## src/rtl/fifo_word_serializer_if.sv

```systemverilog
// Signal bundle between the serializer, the rbFIFO show-ahead read port and the beat sink.
// master = serializer side, slave = FIFO + sink side.
interface fifo_word_serializer_if #(
  parameter int MSBD  = 63,
  parameter int OUT_W = 16
);
  logic [MSBD:0]    fifo_data;
  logic             fifo_empty;
  logic             fifo_push_acc;
  logic             fifo_pop;
  logic [OUT_W-1:0] out_data;
  logic             out_valid;
  logic             out_ready;
  logic             out_last;

  modport master (
    input  fifo_data, fifo_empty, fifo_push_acc, out_ready,
    output fifo_pop, out_data, out_valid, out_last
  );

  modport slave (
    output fifo_data, fifo_empty, fifo_push_acc, out_ready,
    input  fifo_pop, out_data, out_valid, out_last
  );
endinterface

```

## src/rtl/fifo_word_serializer.sv

```systemverilog
// Pops whole words from rbFIFO's show-ahead port and streams them out as BEATS narrow beats,
// reloading on the last-beat handshake so consecutive words run without a bubble.
//
// state   | meaning
// --------+---------------------------------------------------------
// ST_IDLE | no word held; pops as soon as the FIFO has a word
// ST_HOLD | word held in sreg, beat bidx presented on the stream
module fifo_word_serializer #(
  parameter int MSBD      = 63,
  parameter int OUT_W     = 16,
  parameter bit MSB_FIRST = 1'b1
) (
  input  logic                  clock,
  input  logic                  rst,
  fifo_word_serializer_if.master bus,
  output logic [15:0]           words_sent
);
  localparam int BEATS = (MSBD + 1) / OUT_W;
  localparam int BW    = $clog2(BEATS);
  localparam logic [BW-1:0] LAST_IDX = BW'(BEATS - 1);

  typedef enum logic {ST_IDLE, ST_HOLD} state_t;

  state_t           state_q, state_d;
  logic [MSBD:0]    sreg_q, sreg_d;
  logic [BW-1:0]    bidx_q, bidx_d;
  logic [15:0]      words_q, words_d;
  logic             acc;
  logic             last_beat;
  logic             can_load;
  logic             pop;
  logic [OUT_W-1:0] beat;

  always_ff @(posedge clock) begin
    if (rst) begin
      state_q <= ST_IDLE;
      sreg_q  <= '0;
      bidx_q  <= '0;
      words_q <= '0;
    end else begin
      state_q <= state_d;
      sreg_q  <= sreg_d;
      bidx_q  <= bidx_d;
      words_q <= words_d;
    end
  end

  always_comb begin
    state_d   = state_q;
    sreg_d    = sreg_q;
    bidx_d    = bidx_q;
    words_d   = words_q;
    last_beat = (state_q == ST_HOLD) && (bidx_q == LAST_IDX);
    acc       = (state_q == ST_HOLD) && bus.out_ready;
    can_load  = (state_q == ST_IDLE) || (acc && last_beat);
    // rbFIFO drops a pop that coincides with an accepted push, so defer to the next cycle
    pop       = !rst && can_load && !bus.fifo_empty && !bus.fifo_push_acc;

    if (acc && last_beat) words_d = words_q + 16'd1;

    if (pop) begin
      sreg_d  = bus.fifo_data;
      bidx_d  = '0;
      state_d = ST_HOLD;
    end else if (acc && last_beat) begin
      bidx_d  = '0;
      state_d = ST_IDLE;
    end else if (acc) begin
      bidx_d  = bidx_q + 1'b1;
    end
  end

  always_comb begin
    beat = '0;
    for (int b = 0; b < BEATS; b++) begin
      if (bidx_q == BW'(b)) begin
        beat = MSB_FIRST ? sreg_q[MSBD - b*OUT_W -: OUT_W] : sreg_q[b*OUT_W +: OUT_W];
      end
    end
  end

  assign bus.fifo_pop  = pop;
  assign bus.out_valid = (state_q == ST_HOLD);
  assign bus.out_last  = last_beat;
  assign bus.out_data  = beat;
  assign words_sent    = words_q;
endmodule

```

## src/flat_wrapper.sv

```systemverilog
// flat-port wrapper written by rule: the top's interface ports become plain ports
module fifo_word_serializer_flat 
#(
  parameter int MSBD      = 63,
  parameter int OUT_W     = 16,
  parameter bit MSB_FIRST = 1'b1
)
  (clock, rst, words_sent, bus_fifo_data, bus_fifo_empty, bus_fifo_push_acc, bus_out_ready, bus_fifo_pop, bus_out_data, bus_out_valid, bus_out_last);
  fifo_word_serializer_if #(.MSBD(MSBD), .OUT_W(OUT_W)) bus_i ();
  input  logic clock;
  input  logic rst;
  output logic [15:0] words_sent;
  input wire logic [$bits(bus_i.fifo_data)-1:0] bus_fifo_data;
  input wire logic [$bits(bus_i.fifo_empty)-1:0] bus_fifo_empty;
  input wire logic [$bits(bus_i.fifo_push_acc)-1:0] bus_fifo_push_acc;
  input wire logic [$bits(bus_i.out_ready)-1:0] bus_out_ready;
  output wire logic [$bits(bus_i.fifo_pop)-1:0] bus_fifo_pop;
  output wire logic [$bits(bus_i.out_data)-1:0] bus_out_data;
  output wire logic [$bits(bus_i.out_valid)-1:0] bus_out_valid;
  output wire logic [$bits(bus_i.out_last)-1:0] bus_out_last;
  assign bus_i.fifo_data = bus_fifo_data;
  assign bus_i.fifo_empty = bus_fifo_empty;
  assign bus_i.fifo_push_acc = bus_fifo_push_acc;
  assign bus_i.out_ready = bus_out_ready;
  assign bus_fifo_pop = bus_i.fifo_pop;
  assign bus_out_data = bus_i.out_data;
  assign bus_out_valid = bus_i.out_valid;
  assign bus_out_last = bus_i.out_last;
  fifo_word_serializer #(.MSBD(MSBD), .OUT_W(OUT_W), .MSB_FIRST(MSB_FIRST)) u_core (.clock(clock), .rst(rst), .bus(bus_i), .words_sent(words_sent));
endmodule
```

## config.mk

```make
export PLATFORM = sky130hd
export DESIGN_NAME = fifo_word_serializer_flat
export DESIGN_NICKNAME = d
export VERILOG_FILES = /design/src/rtl/fifo_word_serializer_if.sv /design/src/rtl/fifo_word_serializer.sv /design/src/flat_wrapper.sv
export SDC_FILE = /design/constraint.sdc
export NUM_CORES = 1
export LEC_CHECK = 0
export BUFFER_PORTS_ARGS = -buffer_cell sky130_fd_sc_hd__buf_2
export CAP_MARGIN = 20
export CORE_MARGIN = 2
export CORE_UTILIZATION = 40
export CTS_BUF_LIST = sky130_fd_sc_hd__clkbuf_8
export DETAILED_ROUTE_END_ITERATION = 16
export SYNTH_ARGS = -nofsm -noshare
export SYNTH_HDL_FRONTEND = slang
export SYNTH_SLANG_ARGS = --single-unit
```

## constraint.sdc

```tcl
create_clock -name clock -period 2.1 [get_ports clock]
set_input_delay 0.21 -clock clock [delete_from_list [all_inputs] [get_ports clock]]
set_output_delay 0.21 -clock clock [all_outputs]
set_load 0.01 [all_outputs]
```

**Word level (Yosys, flattened, before mapping)**

Index checks and enable logic that the tools add are counted.

- Add/subtract/negate cells: 2
- Eq/ne operators: 3
- Muxes and demuxes: 6
- Bitwise gates (word level): 1
- Reductions and logical operators: 13

Operator list:

| operator | number |
|---|---|
| $mux 16 | 4 |
| $add 16x1->16 const B | 1 |
| $logic_and 1x1->1 | 6 |
| $eq 2x2->1 const B | 2 |
| $logic_not 1->1 | 3 |
| $reduce_or 3->1 | 1 |
| $add 2x1->2 const B | 1 |
| $eq 2x1->1 const B | 1 |
| $logic_not 2->1 | 1 |
| $mux 1 | 2 |
| $reduce_bool 2->1 | 1 |
| $logic_or 1x1->1 | 1 |
| $not 1->1 | 1 |

- Register bits after elaboration: 83
- Bits of input ports: 69
- Output and inout port bits: 35
- Logic and storage cells: 29

**Longest topological paths before layout**

- Word-level depth: 8
- Mapped depth: 8
- Gate-level depth less buffers: 6

**Least setup slack after synthesis**

OpenSTA, ideal clock, no wires.

- Path kind: reg2out
- Start point: reg u_core.bidx_q[0]
- End point: out bus_out_data[11]
- Data arrival time: 1.583 ns
- Data required time: 1.890 ns
- Slack: 0.307 ns
- Stages on the path, launching flop included: 9
- Path buffers: 2
- Cells stage by stage: dfxtp_1 inv_1 ha_1 clkbuf_1 clkbuf_1 nand3b_1 a21oi_1 a21oi_1 o21ai_0

- Cells in the longest elaborated chain, start to end: 5
- Elaborated cells between the ends (all ways): 8
- Classes of those cells: eq/ne: 3; mux: 4; reduce/logical: 1

RTL lines:

| what | RTL line | source |
|---|---|---|
| from (decl) | fifo_word_serializer.sv:26 | `logic [BW-1:0] bidx_q, bidx_d;` |
| from (signal assigned) | fifo_word_serializer.sv:43 | `bidx_q <= bidx_d;` |
| $logic_not 2->1 | fifo_word_serializer.sv:76 | `if (bidx_q == BW'(b)) begin` |
| $mux 16 (3 in a row) | fifo_word_serializer.sv:76 |  |
| $mux 16 * | fifo_word_serializer.sv:76 |  |
| to (decl) | flat_wrapper.sv:18 | `output wire logic [$bits(bus_i.out_data)-1:0] bus_out_data;` |

Mark *: on every way between the ends. The rest lies on a longest branch, timed or not.

**Worst setup path in the final report**

- Start point: reg u_core.bidx_q[1]
- End point: out bus_out_data[3]

The elaborated chain is that of the path after synthesis.

==> metrics.txt <==
number of top-level design ports=104; netlist area before placement=3690 sq um; worst setup slack after layout=0.00838 ns; run status=completed; Setup crit end kind=output port; setup slack of the most critical reg-to-reg path=0.24 ns; post-DR wirelength/cell=14.5 microns; first-pass GRT wire length=15,700 microns; Final Slew Violations=0; cell family contributing the most delay on the critical path=compound AO/OA/AOI/OAI gates; Sw Ratio=0.247; total die area=10,000 sq um; most used cell along the critical path=a21oi_1; number of flops mapped to enable cells by yosys=0; proportion of power drawn by combinational gates=0.112; synthesized netlist net count=564; fraction of the yosys area taken by sequential cells=0.450; final setup violating endpoints=0; hold crit path type=in -> reg; number of nets with antenna violations after routing=0; Async SR Flop Fraction=0; placed cell areas=4310 sq um; CTS Root Buffer Type=clkbuf_8; routability congestion estimate=0.789; starting utilization of the core area=0.405; layout cells sized above 1=0.264; flip-flop and latch count after synthesis=83; global-route layer with the greatest usage=met2; number of design-rule violations left by the first detailed-router iteration=133; GR Overflow Total=0; clock network fraction of design power=0.353; antenna violations before repair=0; slowest cell on the critical path=dfxtp_2; Layout Skew=0.0104 ns; GRT Resource Usage Total=0.199; Area Overhead vs Synth=25.9%; number of optimization iterations in the first detailed-route pass=4; number of antenna repair diodes=0; TritonCTS clock tree=done; Distinct cells, synth=32; DRC violation count after routing=0; switching power=772 uW; WS Path Type=reg -> out; Main synth FF type=dfxtp_1; vias post-DR=3,543; cell area power density=671 nW/um^2; CP Max Fanout=8; routed wire length=10,100 microns; grt met1 use=0.285; GR Util met2=0.297; Hold-fix buffers, CTS=0; design internal power=2.35 mW; pin slew with the least headroom to its limit=0.388 ns; Worst Setup Start Kind=flip-flop; clk slew on worst S/H paths=0.08 ns; number of fill cells=923; max cap viols=0; worst-case vdd ir drop=0.000298 V; Sinks on Clock Net=83; post-layout net count=654; ratio of routed vias to standard cells=5.11; required time reported for the critical path endpoint=1.89 ns; Die Width=100 microns; number of warnings issued by yosys=0; Num CTS Buffers=9; Skew-Pair Late Insertion Delay=0.34 ns; maximum cell stage delay along the critical path=0.36 ns; Cells after Synth=490; critical path buffer and inverter count=3; standard-cell row count=35; Core Footprint=9110 sq um; maximum operating frequency=478 MHz; cell chain of the critical path=inv_2 > ha_4 > buf_12 > nand3b_1 > a21oi_1 > a21oi_1 > o21ai_0 > buf_2; Design Power=3.12 mW; Final Util=0.510; Relative slew margins=0.739; HPWL Detailed=6640 microns; unrepaired setup endpoints after global routing=yes; final worst path period share=0.996; final critical-path required period=2.09 ns; post-synthesis average cell area=7.53 sq um; Leak=1.87 nW; Sequential Power Share=0.534; Final Instance Area=4640 sq um; critical path data arrival time=1.88 ns; hold violation total from the final report=0; buffers added on ports=103; CTS Buffer Depth=2; maximum number of pins on one net before global-route repair=86; global-route track usage on met3=0.0369; pre-CTS worst setup slack=0.126 ns; level count of the clock H-tree=3; vias in the first global route=3,235; height of the die=100 microns
worst min-delay path, cell delays in order:
cell and delay [ns]:
buf_2 0.09, nand2_1 0.04, a21oi_1 0.05
sequential cells by signal, summed over array words and instances, names as in the netlist:
name,cells
u_core.bus.out_valid,1
u_core.words_sent,16
u_core.sreg_q,64
u_core.bidx_q,2
final timing paths:
check | from | to | depth (start not counted)
max | u_core.bidx_q[1]$_SDFFE_PP0P_ | bus_out_data[3] | 8
min reg2reg | u_core.sreg_q[43]$_SDFFE_PP0P_ | u_core.sreg_q[43]$_SDFFE_PP0P_ | 2
max reg2reg | u_core.bidx_q[1]$_SDFFE_PP0P_ | u_core.sreg_q[51]$_SDFFE_PP0P_ | 8
min | bus_fifo_data[57] | u_core.sreg_q[57]$_SDFFE_PP0P_ | 3
final cells by class:
type / instances / area (sq um) / area share
Multi-Input combinational cell: 370 / 1950 / 0.419
Clock inverter: 4 / 45.0 / 0.00970
Sequential cell: 83 / 1660 / 0.358
Timing Repair Buffer: 114 / 703 / 0.151
Inverter: 2 / 7.51 / 0.00162
Tap cell: 111 / 139 / 0.0299
Clock buffer: 10 / 138 / 0.0296
synthesized netlist by cell type (2+ instances only):
master / n / area share
nor3_1: 5 / 0.0068
nand2_1: 165 / 0.17
and3_1: 2 / 0.0034
buf_4: 7 / 0.014
nor4_1: 3 / 0.0051
dfxtp_1: 83 / 0.45
ha_1: 5 / 0.017
buf_2: 6 / 0.0081
nand3_1: 4 / 0.0054
a21oi_1: 100 / 0.14
o21ai_1: 2 / 0.0027
nand3b_1: 16 / 0.033
nand4_4: 2 / 0.012
nor2_1: 18 / 0.018
clkbuf_1: 22 / 0.022
o21ai_0: 16 / 0.022
nand4_1: 7 / 0.012
xor2_1: 6 / 0.014
xnor2_1: 6 / 0.014
or3_1: 2 / 0.0034
inv_1: 2 / 0.0020
metrics by stage:
stage	hold slack, ns	setup TNS, ns	std cells
4_1_cts	0.0813	0	691
3_5_place_dp	0.447	0	677
3_3_place_gp	0.442	0	677
6_report	0.0929	0	694
2_1_floorplan	0.346	0	490
5_1_grt	0.0858	-0.288	694
placed cells by master (no fill, tap or decap), drive strengths merged, types with 9 or more instances in the layout:
master  synthesis  layout
nor2           18      18
nand3b         16      16
clkbuf         22      12
o21ai          18      18
a21oi         100     100
buf            13     112
nand2         165     165
dfxtp          83      83
nand4           9       9
timing repair:
item	4_1_cts	5_1_grt
endpoints found under the setup margin	14	16
pin swaps	5	14
resized for setup	21	16
gates cloned	0	2
buffers inserted	0	1
hold endpoints to repair	0	0
kinds of logic after synthesis:
logic type / count (synthesis) / synth area share
buffers and inverters: 37 / 0.0468
AND/OR/NAND/NOR: 232 / 0.287
AO/OA/AOI/OAI: 119 / 0.163
XOR/XNOR: 12 / 0.0285
adder cells (fa/ha/maj): 5 / 0.0170
multiplexers: 2 / 0.00678
flip-flops: 83 / 0.450
power groups by stage:
stage | sequential [mW] | combinational (mW) | clock [mW]
after floorplan | 1.69 | 0.188 | 0
after global placement | 1.70 | 0.325 | 0
after detailed placement | 1.70 | 0.328 | 0
after global routing | 1.67 | 0.388 | 1.20
after CTS | 1.66 | 0.335 | 1.13
final | 1.67 | 0.351 | 1.10
per-layer routing:
layer	vias to the layer above	part of all wire
met5	-	0
met4	0	0.021
met3	12	0.052
met2	86	0.44
met1	1638	0.49
li1	1807	-
(Power assumes the default switching activity.)
